**config.mk**
```make
export PLATFORM = sky130hd
export DESIGN_NAME = imem_port_arbiter_flat
export DESIGN_NICKNAME = d
export VERILOG_FILES = /design/src/rtl/imem_port_arbiter_if.sv /design/src/rtl/imem_port_arbiter.sv /design/src/flat_wrapper.sv
export SDC_FILE = /design/constraint.sdc
export NUM_CORES = 1
export LEC_CHECK = 0
export ABC_AREA = 1
export BUFFER_PORTS_ARGS = -buffer_cell sky130_fd_sc_hd__buf_2
export CAP_MARGIN = 20
export CORE_ASPECT_RATIO = 1.25
export CORE_MARGIN = 8
export CORE_UTILIZATION = 33
export DETAILED_ROUTE_END_ITERATION = 16
export PLACE_DENSITY = 0.8
export SYNTH_ARGS = -nofsm -noshare
export SYNTH_HDL_FRONTEND = slang
export SYNTH_SLANG_ARGS = --single-unit
```
**constraint.sdc**
```tcl
create_clock -name clk -period 1.7 [get_ports clk]
set_clock_uncertainty 0.05 [all_clocks]
set_input_delay 0.34 -clock clk [delete_from_list [all_inputs] [get_ports clk]]
set_output_delay 0.34 -clock clk [all_outputs]
set_load 0.02 [all_outputs]
```
**src/rtl/imem_port_arbiter_if.sv**
```systemverilog
// Signal bundle between the instruction-memory port arbiter, its two requesters
// (fetch and program loader) and the single-port instruction memory.
interface imem_port_arbiter_if;
  // Handshake: a requester holds *_req with stable address/data. The access
  // completes in any cycle where req is high and the arbiter accepts it
  // (fetch: ~fetch_stall, loader: ld_grant). Otherwise the requester retries.
  logic        fetch_req;
  logic [31:0] fetch_addr;
  logic        fetch_stall;
  logic        fetch_valid;
  logic [31:0] fetch_data;
  logic        ld_req;
  logic [31:0] ld_addr;
  logic [31:0] ld_wdata;
  logic        ld_grant;
  logic        ld_start;
  logic        ld_done;
  logic        boot_done;
  logic        addr_err;
  logic [29:0] mem_addr;
  logic        mem_we;
  logic [31:0] mem_wdata;
  logic [31:0] mem_rdata;

  modport master (
    input  fetch_req, fetch_addr, ld_req, ld_addr, ld_wdata, ld_start, ld_done, mem_rdata,
    output fetch_stall, fetch_valid, fetch_data, ld_grant, boot_done, addr_err,
           mem_addr, mem_we, mem_wdata
  );

  modport slave (
    output fetch_req, fetch_addr, ld_req, ld_addr, ld_wdata, ld_start, ld_done, mem_rdata,
    input  fetch_stall, fetch_valid, fetch_data, ld_grant, boot_done, addr_err,
           mem_addr, mem_we, mem_wdata
  );
endinterface

```
**src/rtl/imem_port_arbiter.sv**
```systemverilog
// Shares the single instruction-memory port between fetch reads and loader writes:
// the loader owns it in BOOT, fetch has priority in RUN with a starvation guard.
module imem_port_arbiter #(
  parameter int DEPTH    = 64,
  parameter int MAX_WAIT = 8,
  localparam int WW      = $clog2(MAX_WAIT + 1)
) (
  input  logic                clk,
  input  logic                rst_n,
  imem_port_arbiter_if.master bus,
  output logic                dbg_state_o,
  output logic [WW-1:0]       dbg_wait_cnt_o
);

  typedef enum logic {
    ST_BOOT = 1'b0,
    ST_RUN  = 1'b1
  } state_e;

  state_e        state_q, state_d;
  logic [WW-1:0] wait_cnt_q, wait_cnt_d;
  logic          fetch_valid_q, fetch_valid_d;
  logic [31:0]   fetch_data_q, fetch_data_d;
  logic          addr_err_q, addr_err_d;

  logic          force_slot;
  logic          ld_grant;
  logic          fetch_stall;
  logic          fetch_gnt;
  logic [29:0]   fetch_idx;
  logic [29:0]   ld_idx;
  logic          fetch_in_range;
  logic          ld_in_range;
  logic          unused_addr_lsbs;

  assign fetch_idx        = bus.fetch_addr[31:2];
  assign ld_idx           = bus.ld_addr[31:2];
  assign fetch_in_range   = (fetch_idx < 30'(DEPTH));
  assign ld_in_range      = (ld_idx < 30'(DEPTH));
  assign unused_addr_lsbs = ^{bus.fetch_addr[1:0], bus.ld_addr[1:0]};

  always_ff @(posedge clk) begin
    if (!rst_n) begin
      state_q       <= ST_BOOT;
      wait_cnt_q    <= '0;
      fetch_valid_q <= 1'b0;
      fetch_data_q  <= '0;
      addr_err_q    <= 1'b0;
    end else begin
      state_q       <= state_d;
      wait_cnt_q    <= wait_cnt_d;
      fetch_valid_q <= fetch_valid_d;
      fetch_data_q  <= fetch_data_d;
      addr_err_q    <= addr_err_d;
    end
  end

  always_comb begin
    state_d       = state_q;
    ld_grant      = 1'b0;
    fetch_stall   = 1'b0;
    force_slot    = (state_q == ST_RUN) && (wait_cnt_q == WW'(MAX_WAIT));

    // Grants are gated by rst_n so a reset cycle never commits an access.
    case (state_q)
      ST_BOOT: begin
        ld_grant    = rst_n & bus.ld_req;
        fetch_stall = bus.fetch_req;
        if (bus.ld_done) state_d = ST_RUN;
      end
      ST_RUN: begin
        ld_grant    = rst_n & bus.ld_req & (~bus.fetch_req | force_slot);
        fetch_stall = bus.fetch_req & force_slot & bus.ld_req;
        if (bus.ld_start) state_d = ST_BOOT;
      end
      default: state_d = ST_BOOT;
    endcase

    fetch_gnt = rst_n & bus.fetch_req & ~fetch_stall;

    wait_cnt_d = wait_cnt_q;
    if ((state_d != state_q) || !bus.ld_req || ld_grant) begin
      wait_cnt_d = '0;
    end else if ((state_q == ST_RUN) && (wait_cnt_q != WW'(MAX_WAIT))) begin
      wait_cnt_d = wait_cnt_q + 1'b1;
    end

    // Out-of-range fetches return a NOP instead of whatever the memory drives.
    fetch_valid_d = fetch_gnt;
    fetch_data_d  = fetch_data_q;
    if (fetch_gnt) fetch_data_d = fetch_in_range ? bus.mem_rdata : 32'h0000_0000;
    addr_err_d    = (fetch_gnt & ~fetch_in_range) | (ld_grant & ~ld_in_range);
  end

  assign bus.ld_grant    = ld_grant;
  assign bus.fetch_stall = fetch_stall;
  assign bus.fetch_valid = fetch_valid_q;
  assign bus.fetch_data  = fetch_data_q;
  assign bus.addr_err    = addr_err_q;
  assign bus.boot_done   = (state_q == ST_RUN);
  assign bus.mem_we      = ld_grant & ld_in_range;
  assign bus.mem_addr    = ld_grant ? ld_idx : fetch_idx;
  assign bus.mem_wdata   = bus.ld_wdata;

  assign dbg_state_o     = state_q;
  assign dbg_wait_cnt_o  = wait_cnt_q;

endmodule

```
**src/flat_wrapper.sv**
```systemverilog
// flat-port wrapper written by rule: the top's interface ports become plain ports
module imem_port_arbiter_flat 
#(
  parameter int DEPTH    = 64,
  parameter int MAX_WAIT = 8,
  localparam int WW      = $clog2(MAX_WAIT + 1)
)
  (clk, rst_n, dbg_state_o, dbg_wait_cnt_o, bus_fetch_req, bus_fetch_addr, bus_ld_req, bus_ld_addr, bus_ld_wdata, bus_ld_start, bus_ld_done, bus_mem_rdata, bus_fetch_stall, bus_fetch_valid, bus_fetch_data, bus_ld_grant, bus_boot_done, bus_addr_err, bus_mem_addr, bus_mem_we, bus_mem_wdata);
  imem_port_arbiter_if bus_i ();
  input  logic clk;
  input  logic rst_n;
  output logic dbg_state_o;
  output logic [WW-1:0] dbg_wait_cnt_o;
  input wire logic [$bits(bus_i.fetch_req)-1:0] bus_fetch_req;
  input wire logic [$bits(bus_i.fetch_addr)-1:0] bus_fetch_addr;
  input wire logic [$bits(bus_i.ld_req)-1:0] bus_ld_req;
  input wire logic [$bits(bus_i.ld_addr)-1:0] bus_ld_addr;
  input wire logic [$bits(bus_i.ld_wdata)-1:0] bus_ld_wdata;
  input wire logic [$bits(bus_i.ld_start)-1:0] bus_ld_start;
  input wire logic [$bits(bus_i.ld_done)-1:0] bus_ld_done;
  input wire logic [$bits(bus_i.mem_rdata)-1:0] bus_mem_rdata;
  output wire logic [$bits(bus_i.fetch_stall)-1:0] bus_fetch_stall;
  output wire logic [$bits(bus_i.fetch_valid)-1:0] bus_fetch_valid;
  output wire logic [$bits(bus_i.fetch_data)-1:0] bus_fetch_data;
  output wire logic [$bits(bus_i.ld_grant)-1:0] bus_ld_grant;
  output wire logic [$bits(bus_i.boot_done)-1:0] bus_boot_done;
  output wire logic [$bits(bus_i.addr_err)-1:0] bus_addr_err;
  output wire logic [$bits(bus_i.mem_addr)-1:0] bus_mem_addr;
  output wire logic [$bits(bus_i.mem_we)-1:0] bus_mem_we;
  output wire logic [$bits(bus_i.mem_wdata)-1:0] bus_mem_wdata;
  assign bus_i.fetch_req = bus_fetch_req;
  assign bus_i.fetch_addr = bus_fetch_addr;
  assign bus_i.ld_req = bus_ld_req;
  assign bus_i.ld_addr = bus_ld_addr;
  assign bus_i.ld_wdata = bus_ld_wdata;
  assign bus_i.ld_start = bus_ld_start;
  assign bus_i.ld_done = bus_ld_done;
  assign bus_i.mem_rdata = bus_mem_rdata;
  assign bus_fetch_stall = bus_i.fetch_stall;
  assign bus_fetch_valid = bus_i.fetch_valid;
  assign bus_fetch_data = bus_i.fetch_data;
  assign bus_ld_grant = bus_i.ld_grant;
  assign bus_boot_done = bus_i.boot_done;
  assign bus_addr_err = bus_i.addr_err;
  assign bus_mem_addr = bus_i.mem_addr;
  assign bus_mem_we = bus_i.mem_we;
  assign bus_mem_wdata = bus_i.mem_wdata;
  imem_port_arbiter #(.DEPTH(DEPTH), .MAX_WAIT(MAX_WAIT)) u_core (.clk(clk), .rst_n(rst_n), .bus(bus_i), .dbg_state_o(dbg_state_o), .dbg_wait_cnt_o(dbg_wait_cnt_o));
endmodule
```
Word-level counts from Yosys, hierarchy flattened
Index checks and enable logic that the tools add are counted.

Add/subtract/negate cells: 1. Magnitude comparators: 2. Equality and inequality tests: 3. Multiplexer cells: 7. Bitwise gates (word level): 17. Reduce and logical (&&, ||, !) cells: 6.

Operators by type and width (count): $lt 30x7->1 const B (2); $mux 32 (1); $mux 30 (1); $and 1x1->1 (9); $not 1->1 (6); $pmux 1 s2 (3); $add 4x1->4 const B (1); $eq 4x4->1 const B (1); $ne 4x4->1 const B (1); $logic_and 1x1->1 (2); $logic_or 1x1->1 (2); $mux 1 (2); $or 1x1->1 (2); $reduce_or 2->1 (1); $logic_not 1->1 (1); $ne 1x1->1 (1).

Register bits: 39. Input port bits: 134. Output and inout bits: 105.

Depth between registers and ports, before layout
Gate-level depths: netlist of run 1.

Depth after elaboration: 9. Mapped depth: 11. Depth with buffers taken out: 10.

Worst setup path before layout of run 1
Ideal clock, no wire load.

Path kind: register to output. Start: register u_core.wait_cnt_q[0] (netlist: u_core.dbg_wait_cnt_o[0]). End: output bus_mem_addr[10]. Data arrival time: 1.729 ns. Required time: 1.310 ns. Path slack: -0.419 ns. Cell stages (with the launch flop): 11. Path buffers: 2. Cells stage by stage: dfxtp_1 -> inv_1 -> ha_1 -> nand3_1 -> nand2_2 -> inv_2 -> nand2_1 -> nand2_1 -> buf_6 -> buf_6 -> o21ai_0.

Cells in the longest elaborated chain, start to end: 6.

Ends and longest elaborated chain: from (decl) (RTL line imem_port_arbiter.sv:21) `logic [WW-1:0] wait_cnt_q, wait_cnt_d;`; from (signal assigned) (RTL line imem_port_arbiter.sv:51) `wait_cnt_q <= wait_cnt_d;`; $eq 4x4->1 (RTL line imem_port_arbiter.sv:62) `force_slot = (state_q == ST_RUN) && (wait_cnt_q == WW'(MAX_WAIT));`; $logic_and 1x1->1 (RTL line imem_port_arbiter.sv:62); $or 1x1->1 (RTL line imem_port_arbiter.sv:72) `ld_grant = rst_n & bus.ld_req & (~bus.fetch_req | force_slot);`; $and 1x1->1 (RTL line imem_port_arbiter.sv:72); $pmux 1 s2 (RTL line imem_port_arbiter.sv:65) `case (state_q)`; $mux 30 (RTL line imem_port_arbiter.sv:102) `assign bus.mem_addr = ld_grant ? ld_idx : fetch_idx;`; to (decl) (RTL line flat_wrapper.sv:28) `output wire logic [$bits(bus_i.mem_addr)-1:0] bus_mem_addr;`.

No other way between the ends.

Final worst setup path of run 1
Start: register u_core.wait_cnt_q[0] (netlist: u_core.dbg_wait_cnt_o[0]). End: output bus_mem_addr[15].

The elaborated chain is that of the path after synthesis.

==> impl_metrics.env, run 1 <==
export IMPL_ff2ff_path_depth=11
export IMPL_finalPower_mw=2.75
export IMPL_worstMarginPinSlew_ns=0.347
export IMPL_clock_net_sink_count=39
export IMPL_placement_io_buffers=170
export IMPL_route_detailed_wl_per_inst_um=16.1
export IMPL_power_per_cell_area_nw_per_um2=640
export IMPL_timing_setup_tns_ns=-12.35
export IMPL_final_layout_size_suffix_gt1_share_pct=52.7
export IMPL_root_buffer="clkbuf_8"
export IMPL_required_time_worst_endpoint_ns=1.31
export IMPL_critPathLaunchType="flip-flop"
export IMPL_power_internal_mw=1.81
export IMPL_max_cap_violations=0
export IMPL_synth_commonest_cells="nand2_1 (159), nor2_1 (50), inv_1 (40), dfxtp_1 (39), buf_4 (38)"
export IMPL_filler_cell_count=629
export IMPL_synthMostInstantiatedCell="nand2_1"
export IMPL_i_o_pin_count=239
export IMPL_p_leak_nw=2.40
export IMPL_post_synth_instance_area_um2=2490
export IMPL_synth_top_cell_area_share_pct=31.4
export IMPL_hold_path_class="primary input to flip-flop"
export IMPL_dpl_hpwl_mm=7.48
export IMPL_die_area_um2=10600
export IMPL_timing_final_setup_violations=33
export IMPL_detailedRoute_firstPassIterationCount=4
export IMPL_first_pass_grt_wire_length_mm=15.8
export IMPL_clk_path_buf_depth=2
export IMPL_holdBufCountCts=0
export IMPL_hold_path_end="u_core.bus.boot_done$_SDFF_PN0_"
export IMPL_postLayoutSetupSlackWorst_ns=-0.470
export IMPL_insertion_delay_of_the_later_clocked_pin_in_the_worst_skew_pair_ns=0.28
export IMPL_worst_setup_path_type="flip-flop to output pin"
export IMPL_final_count_of_pins_violating_max_slew=0
export IMPL_drt_first_iter_violations=147
export IMPL_data_arrival_time_of_the_critical_path_ns=1.78
export IMPL_final_hold_viol_count=0
export IMPL_ff_to_ff_start="u_core.dbg_wait_cnt_o[0]$_SDFFE_PP0P_"
export IMPL_pwr_share_seq_pct=36.2
export IMPL_layout_nets=712
export IMPL_grt_start_max_net_pins=53
export IMPL_final_min_clock_period_ns=2.17
export IMPL_synth_fp_nets=545
export IMPL_yosys_register_bits=39
export IMPL_post_dp_cell_area_um2=3610
export IMPL_initial_core_util_pct=33.8
export IMPL_failed_checks="setup timing"
export IMPL_cts_tree="done"
export IMPL_vias_per_cell=4.72
export IMPL_post_synth_cell_area_avg_um2=6.08
export IMPL_synth_edff_count=0
export IMPL_critPathCaptureType="output pin"
export IMPL_globalRouteOverflowTotal=0
export IMPL_synth_sequential_area_ratio_pct=31.4
export IMPL_syn_inst=409
export IMPL_crit_reg2reg_capture="u_core.bus.fetch_data[24]$_SDFFE_PN0P_"
export IMPL_min_delay_path_depth=2
export IMPL_worstHoldStart="bus_ld_start"
export IMPL_run_status="complete, but fails checks"
export IMPL_routed_via_count=3155
export IMPL_synthTopCellsByArea="dfxtp_1 (31%), nand2_1 (24%), buf_4 (11%), nor2_1 (7.5%), inv_1 (6.0%)"
export IMPL_pwr_share_clk_pct=25.3
export IMPL_synth_flop_cell="dfxtp_1"
export IMPL_vdd_drop_max_mv=0.604
export IMPL_layout_cells_non_filler=669
export IMPL_clkTransAtPathRegs_ns=0.07
export IMPL_sw_frac_of_total_pct=34.2
export IMPL_totalWireLength_mm=10.8
export IMPL_comb_power_share_pct=38.5
export IMPL_vias_in_the_first_global_route=3267
export IMPL_final_design_area_no_fill_um2=4310
export IMPL_h_tree_depth=2
export IMPL_most_area_hungry_cell_type_in_the_yosys_netlist="dfxtp_1"
export IMPL_slew_limit_headroom_pct=76.8
export IMPL_fp_row_count=35
export IMPL_layout_area_overhead_vs_synth_pct=73.2
export IMPL_die_width_um=93.6
export IMPL_final_core_util_pct=58.5
export IMPL_core_region_area_um2=7360
export IMPL_number_of_inserted_diodes=0
export IMPL_fp_dieH_um=113
export IMPL_antenna_found_initial=0
export IMPL_p_sw_mw=0.941
export IMPL_synthDistinctLibCells=21
export IMPL_drc=0
export IMPL_reg2reg_setup_slack_ns=0.04
export IMPL_finalWeightedCongestion=0.978
export IMPL_rsz0062_at_grt="true"
export IMPL_fin_crit_sh_pct=128
export IMPL_critical_path_max_fanout=6
export IMPL_yosysWarningCount=0
export IMPL_clock_fmax_ghz=0.461
export IMPL_final_antenna_net_count=0
export IMPL_post_place_cells=648
export IMPL_grtUsageTotal_pct=18.4
export IMPL_cts_buffers=5
export IMPL_async_set_reset_flop_share_out_of_synthesis_pct=0
[worst max-delay path by stage]
stage                                                      from          endpoint  slack, ns  cells past startpoint
after floorplan           u_core.dbg_wait_cnt_o[0]$_SDFFE_PP0P_  bus_mem_addr[10]      -0.08                     10
after global placement    u_core.dbg_wait_cnt_o[0]$_SDFFE_PP0P_   bus_mem_addr[7]      -0.17                     12
after detailed placement  u_core.dbg_wait_cnt_o[0]$_SDFFE_PP0P_  bus_mem_addr[15]      -0.24                     12
after CTS                 u_core.dbg_wait_cnt_o[0]$_SDFFE_PP0P_  bus_mem_addr[10]      -0.46                     11
after global routing      u_core.dbg_wait_cnt_o[0]$_SDFFE_PP0P_  bus_mem_addr[15]      -0.56                     12
final                     u_core.dbg_wait_cnt_o[0]$_SDFFE_PP0P_  bus_mem_addr[15]      -0.47                     12
[registers in the layout, indices dropped and copies added, names as in the netlist]
register                cells
u_core.bus.fetch_valid      1
u_core.dbg_wait_cnt_o       4
u_core.bus.boot_done        1
u_core.bus.fetch_data      32
u_core.bus.addr_err         1
[placed cells by master (no fill, tap or decap), drive strengths merged]
| cell | count |
|---|---|
| a21oi | 27 |
| buf | 208 |
| nand3b | 1 |
| nand3 | 14 |
| clkbuf | 10 |
| inv | 43 |
| nand4 | 1 |
| ha | 2 |
| nor2 | 52 |
| xor2 | 1 |
| nor3 | 2 |
| o21ai | 17 |
| dfxtp | 39 |
| nand2 | 160 |
[per-stage QoR]
step,setup WS [ns],hold WS (ns)
after floorplan,-0.0838,0.385
after global placement,-0.173,0.412
after detailed placement,-0.235,0.421
after CTS,-0.458,0.182
after global routing,-0.555,0.193
final,-0.470,0.194
[power groups by stage]
stage          sequential (mW)  clock (mW)  combinational, mW
4_1_cts                  0.997       0.724               1.02
3_5_place_dp              1.02           0              0.842
3_3_place_gp              1.01           0              0.825
5_1_grt                   1.00       0.763               1.14
6_report                 0.997       0.697               1.06
2_1_floorplan             1.09           0              0.533
[metal layers]
| metal | up-vias | GRT usage (%) | share of wire (%) |
|---|---|---|---|
| met5 | - | 0 | 0 |
| met1 | 1424 | 17.5 | 35 |
| met3 | 28 | 6.56 | 11 |
| met2 | 166 | 34.9 | 51 |
| li1 | 1537 | - | - |
| met4 | 0 | 6.57 | 2.6 |
[critical path, cell delays in order, from the launching register on]
cell	delay, ns
dfxtp_4	0.35
inv_4	0.06
ha_4	0.14
nand3_4	0.06
nand2_2	0.09
inv_2	0.05
nand2_4	0.08
nand2_8	0.09
inv_8	0.10
buf_6	0.14
nand2_1	0.11
nand2_4	0.09
buf_4	0.13
[logic make-up (layout without fill, tap and decap cells)]
kind of cell | count (synthesis) | in the layout | share of synthesized area (%)
AOI/OAI and AO/OA | 44 | 44 | 9.16
DFF | 39 | 39 | 31.4
buffers and inverters | 93 | 261 | 21.8
xor gates and xnor gates | 1 | 1 | 0.352
adders and majority gates | 2 | 2 | 1.01
and+or+nand+nor | 230 | 230 | 36.3
[cell type report]
class                           count  area [um2]  area share [%]
Multi-Input combinational cell    277        1600            37.0
Timing Repair Buffer              211        1530            35.6
Sequential cell                    39         790            18.3
Inverter                           42         170            3.95
Tap cell                           92         115            2.67
Clock buffer                        7        96.3            2.24
Clock inverter                      1        6.26           0.145
[repair_timing]
action | CTS | global route
buffers inserted | 12 | 5
endpoints found under the setup margin | 33 | 40
gates resized for setup | 106 | 18
gates cloned | 2 | 3
pin swaps | 9 | 3
Power figures use the tool's default switching activity.
==> run 2: changes to the inputs <==
--- a/config.mk
+++ b/config.mk
@@ -13,6 +13,7 @@
 export CORE_UTILIZATION = 33
 export DETAILED_ROUTE_END_ITERATION = 16
 export PLACE_DENSITY = 0.8
+export REMOVE_ABC_BUFFERS = 1
 export SYNTH_ARGS = -nofsm -noshare
 export SYNTH_HDL_FRONTEND = slang
 export SYNTH_SLANG_ARGS = --single-unit
==> impl_metrics.env, run 2 (synthesized netlist as in run 1, its figures left out) <==
export IMPL_post_place_cells=642
export IMPL_required_time_worst_endpoint_ns=1.31
export IMPL_first_pass_grt_wire_length_mm=17.6
export IMPL_insertion_delay_of_the_later_clocked_pin_in_the_worst_skew_pair_ns=0.29
export IMPL_cts_buffers=5
export IMPL_drc=0
export IMPL_antenna_found_initial=0
export IMPL_holdBufCountCts=0
export IMPL_p_leak_nw=2.28
export IMPL_postLayoutSetupSlackWorst_ns=-0.367
export IMPL_dpl_hpwl_mm=10.8
export IMPL_layout_cells_non_filler=662
export IMPL_clock_fmax_ghz=0.484
export IMPL_critPathLaunchType="flip-flop"
export IMPL_i_o_pin_count=239
export IMPL_final_hold_viol_count=0
export IMPL_cp_slowest_stage_delay_ns=0.35
export IMPL_routed_via_count=3078
export IMPL_vdd_drop_max_mv=0.716
export IMPL_mostFrequentLayoutCell="buf_2"
export IMPL_final_layout_size_suffix_gt1_share_pct=47.9
export IMPL_number_of_inserted_diodes=0
export IMPL_layout_common_cells="buf_2 (138), nand2_1 (119), nor2_1 (49)"
export IMPL_h_tree_depth=2
export IMPL_root_buffer="clkbuf_8"
export IMPL_final_antenna_net_count=0
export IMPL_slew_limit_headroom_pct=80.6
export IMPL_vias_per_cell=4.65
export IMPL_route_detailed_wl_per_inst_um=19.8
export IMPL_layout_nets=705
export IMPL_globalRouteOverflowTotal=0
export IMPL_grtUsageTotal_pct=22.8
export IMPL_power_per_cell_area_nw_per_um2=686
export IMPL_power_internal_mw=1.84
export IMPL_critical_path_max_fanout=9
export IMPL_die_width_um=93.6
export IMPL_filler_cell_count=738
export IMPL_pwr_share_seq_pct=36.4
export IMPL_vias_in_the_first_global_route=2969
export IMPL_totalWireLength_mm=13.1
export IMPL_clk_path_buf_depth=2
export IMPL_core_region_area_um2=7360
export IMPL_sw_frac_of_total_pct=33.1
export IMPL_hold_path_class="primary input to flip-flop"
export IMPL_timing_critical_path_max_delay_family="simple AND/OR/NAND/NOR gates"
export IMPL_layout_area_overhead_vs_synth_pct=60.9
export IMPL_crit_buf_inv=4
export IMPL_timing_final_setup_violations=60
export IMPL_final_min_clock_period_ns=2.07
export IMPL_fin_crit_sh_pct=122
export IMPL_cts_tree="done"
export IMPL_finalPower_mw=2.75
export IMPL_data_arrival_time_of_the_critical_path_ns=1.68
export IMPL_pwr_share_clk_pct=28.9
export IMPL_run_status="complete, but fails checks"
export IMPL_detailedRoute_firstPassIterationCount=4
export IMPL_rsz0062_at_grt="true"
export IMPL_grt_start_max_net_pins=31
export IMPL_p_sw_mw=0.910
export IMPL_finalWeightedCongestion=0.916
export IMPL_initial_core_util_pct=33.8
export IMPL_final_count_of_pins_violating_max_slew=0
export IMPL_die_area_um2=10600
export IMPL_fp_dieH_um=113
export IMPL_placement_io_buffers=170
export IMPL_clkTransAtPathRegs_ns=0.08
export IMPL_fp_row_count=35
export IMPL_worst_setup_path_type="flip-flop to output pin"
export IMPL_post_dp_cell_area_um2=3270
export IMPL_max_cap_violations=0
export IMPL_drt_first_iter_violations=165
export IMPL_critical_path_cell_with_the_highest_stage_delay="dfxtp_2"
export IMPL_final_design_area_no_fill_um2=4000
export IMPL_failed_checks="setup timing"
export IMPL_comb_power_share_pct=34.7
export IMPL_final_core_util_pct=54.4
export IMPL_critPathCaptureType="output pin"
export IMPL_clock_net_sink_count=39
export IMPL_worstMarginPinSlew_ns=0.291
export IMPL_timing_critical_path_cells="inv_2, ha_4, nand3_2, nand2_2, inv_2, nand2_4, nand2_8, buf_8, nand2_1, nand2_1, buf_4"
export IMPL_flip_flop_count_of_the_largest_register_all_copies_and_words_added=32
==> run 2: metrics by stage <==
stage | hold WS (ns) | setup TNS (ns) | setup WS (ns)
after floorplan | 0.383 | -74.02 | -1.57
after global placement | 0.409 | -5.19 | -0.195
after detailed placement | 0.415 | -6.38 | -0.244
after CTS | 0.173 | -16.34 | -0.355
after global routing | 0.174 | -16.74 | -0.483
final | 0.189 | -11.32 | -0.367
==> run 2: what timing repair did <==
action	CTS	global route
setup endpoints to repair	33	68
buffers inserted	4	3
pin swaps	3	9
cloned	2	6
resized for setup	98	55
==> run 2: final cells by class <==
type / instances / area [um2] / share of cell area (%)
clock buffer: 5 / 68.8 / 1.72
sequential: 39 / 783 / 19.6
timing repair buffer: 204 / 1470 / 36.6
tap: 92 / 115 / 2.88
multi-input combinational: 277 / 1350 / 33.8
inverter: 42 / 170 / 4.25
clock inverter: 3 / 43.8 / 1.09
==> run 2: path summary, 6_finish.rpt <==
| kind | startpoint | to | slack [ns] | cells past startpoint |
|---|---|---|---|---|
| max | u_core.dbg_wait_cnt_o[1]$_SDFFE_PP0P_ | bus_mem_addr[23] | -0.37 | 11 |
| min | bus_ld_start | u_core.bus.boot_done$_SDFF_PN0_ | 0.19 | 2 |
| max reg2reg | u_core.dbg_wait_cnt_o[1]$_SDFFE_PP0P_ | u_core.bus.fetch_data[15]$_SDFFE_PN0P_ | -0.04 | 12 |
| min reg2reg | u_core.bus.fetch_data[2]$_SDFFE_PN0P_ | u_core.bus.fetch_data[2]$_SDFFE_PN0P_ | 0.42 | 2 |
==> run 2: power by group through the flow <==
stage | clock, mW | sequential (mW) | combinational [mW]
finish | 0.794 | 0.999 | 0.953
detailed placement | 0 | 1.02 | 0.745
CTS | 0.817 | 0.999 | 0.868
floorplan | 0 | 1.10 | 0.303
global placement | 0 | 1.02 | 0.732
global route | 0.859 | 1.01 | 1.03
==> run 2: per-layer routing <==
layer	part of all wire, %	global-route usage, %	routed length (um)
met1	31	20.6	4100
met2	49	38.3	6370
met3	17	16.4	2190
met4	2.9	7.95	374
met5	0.53	5.18	70
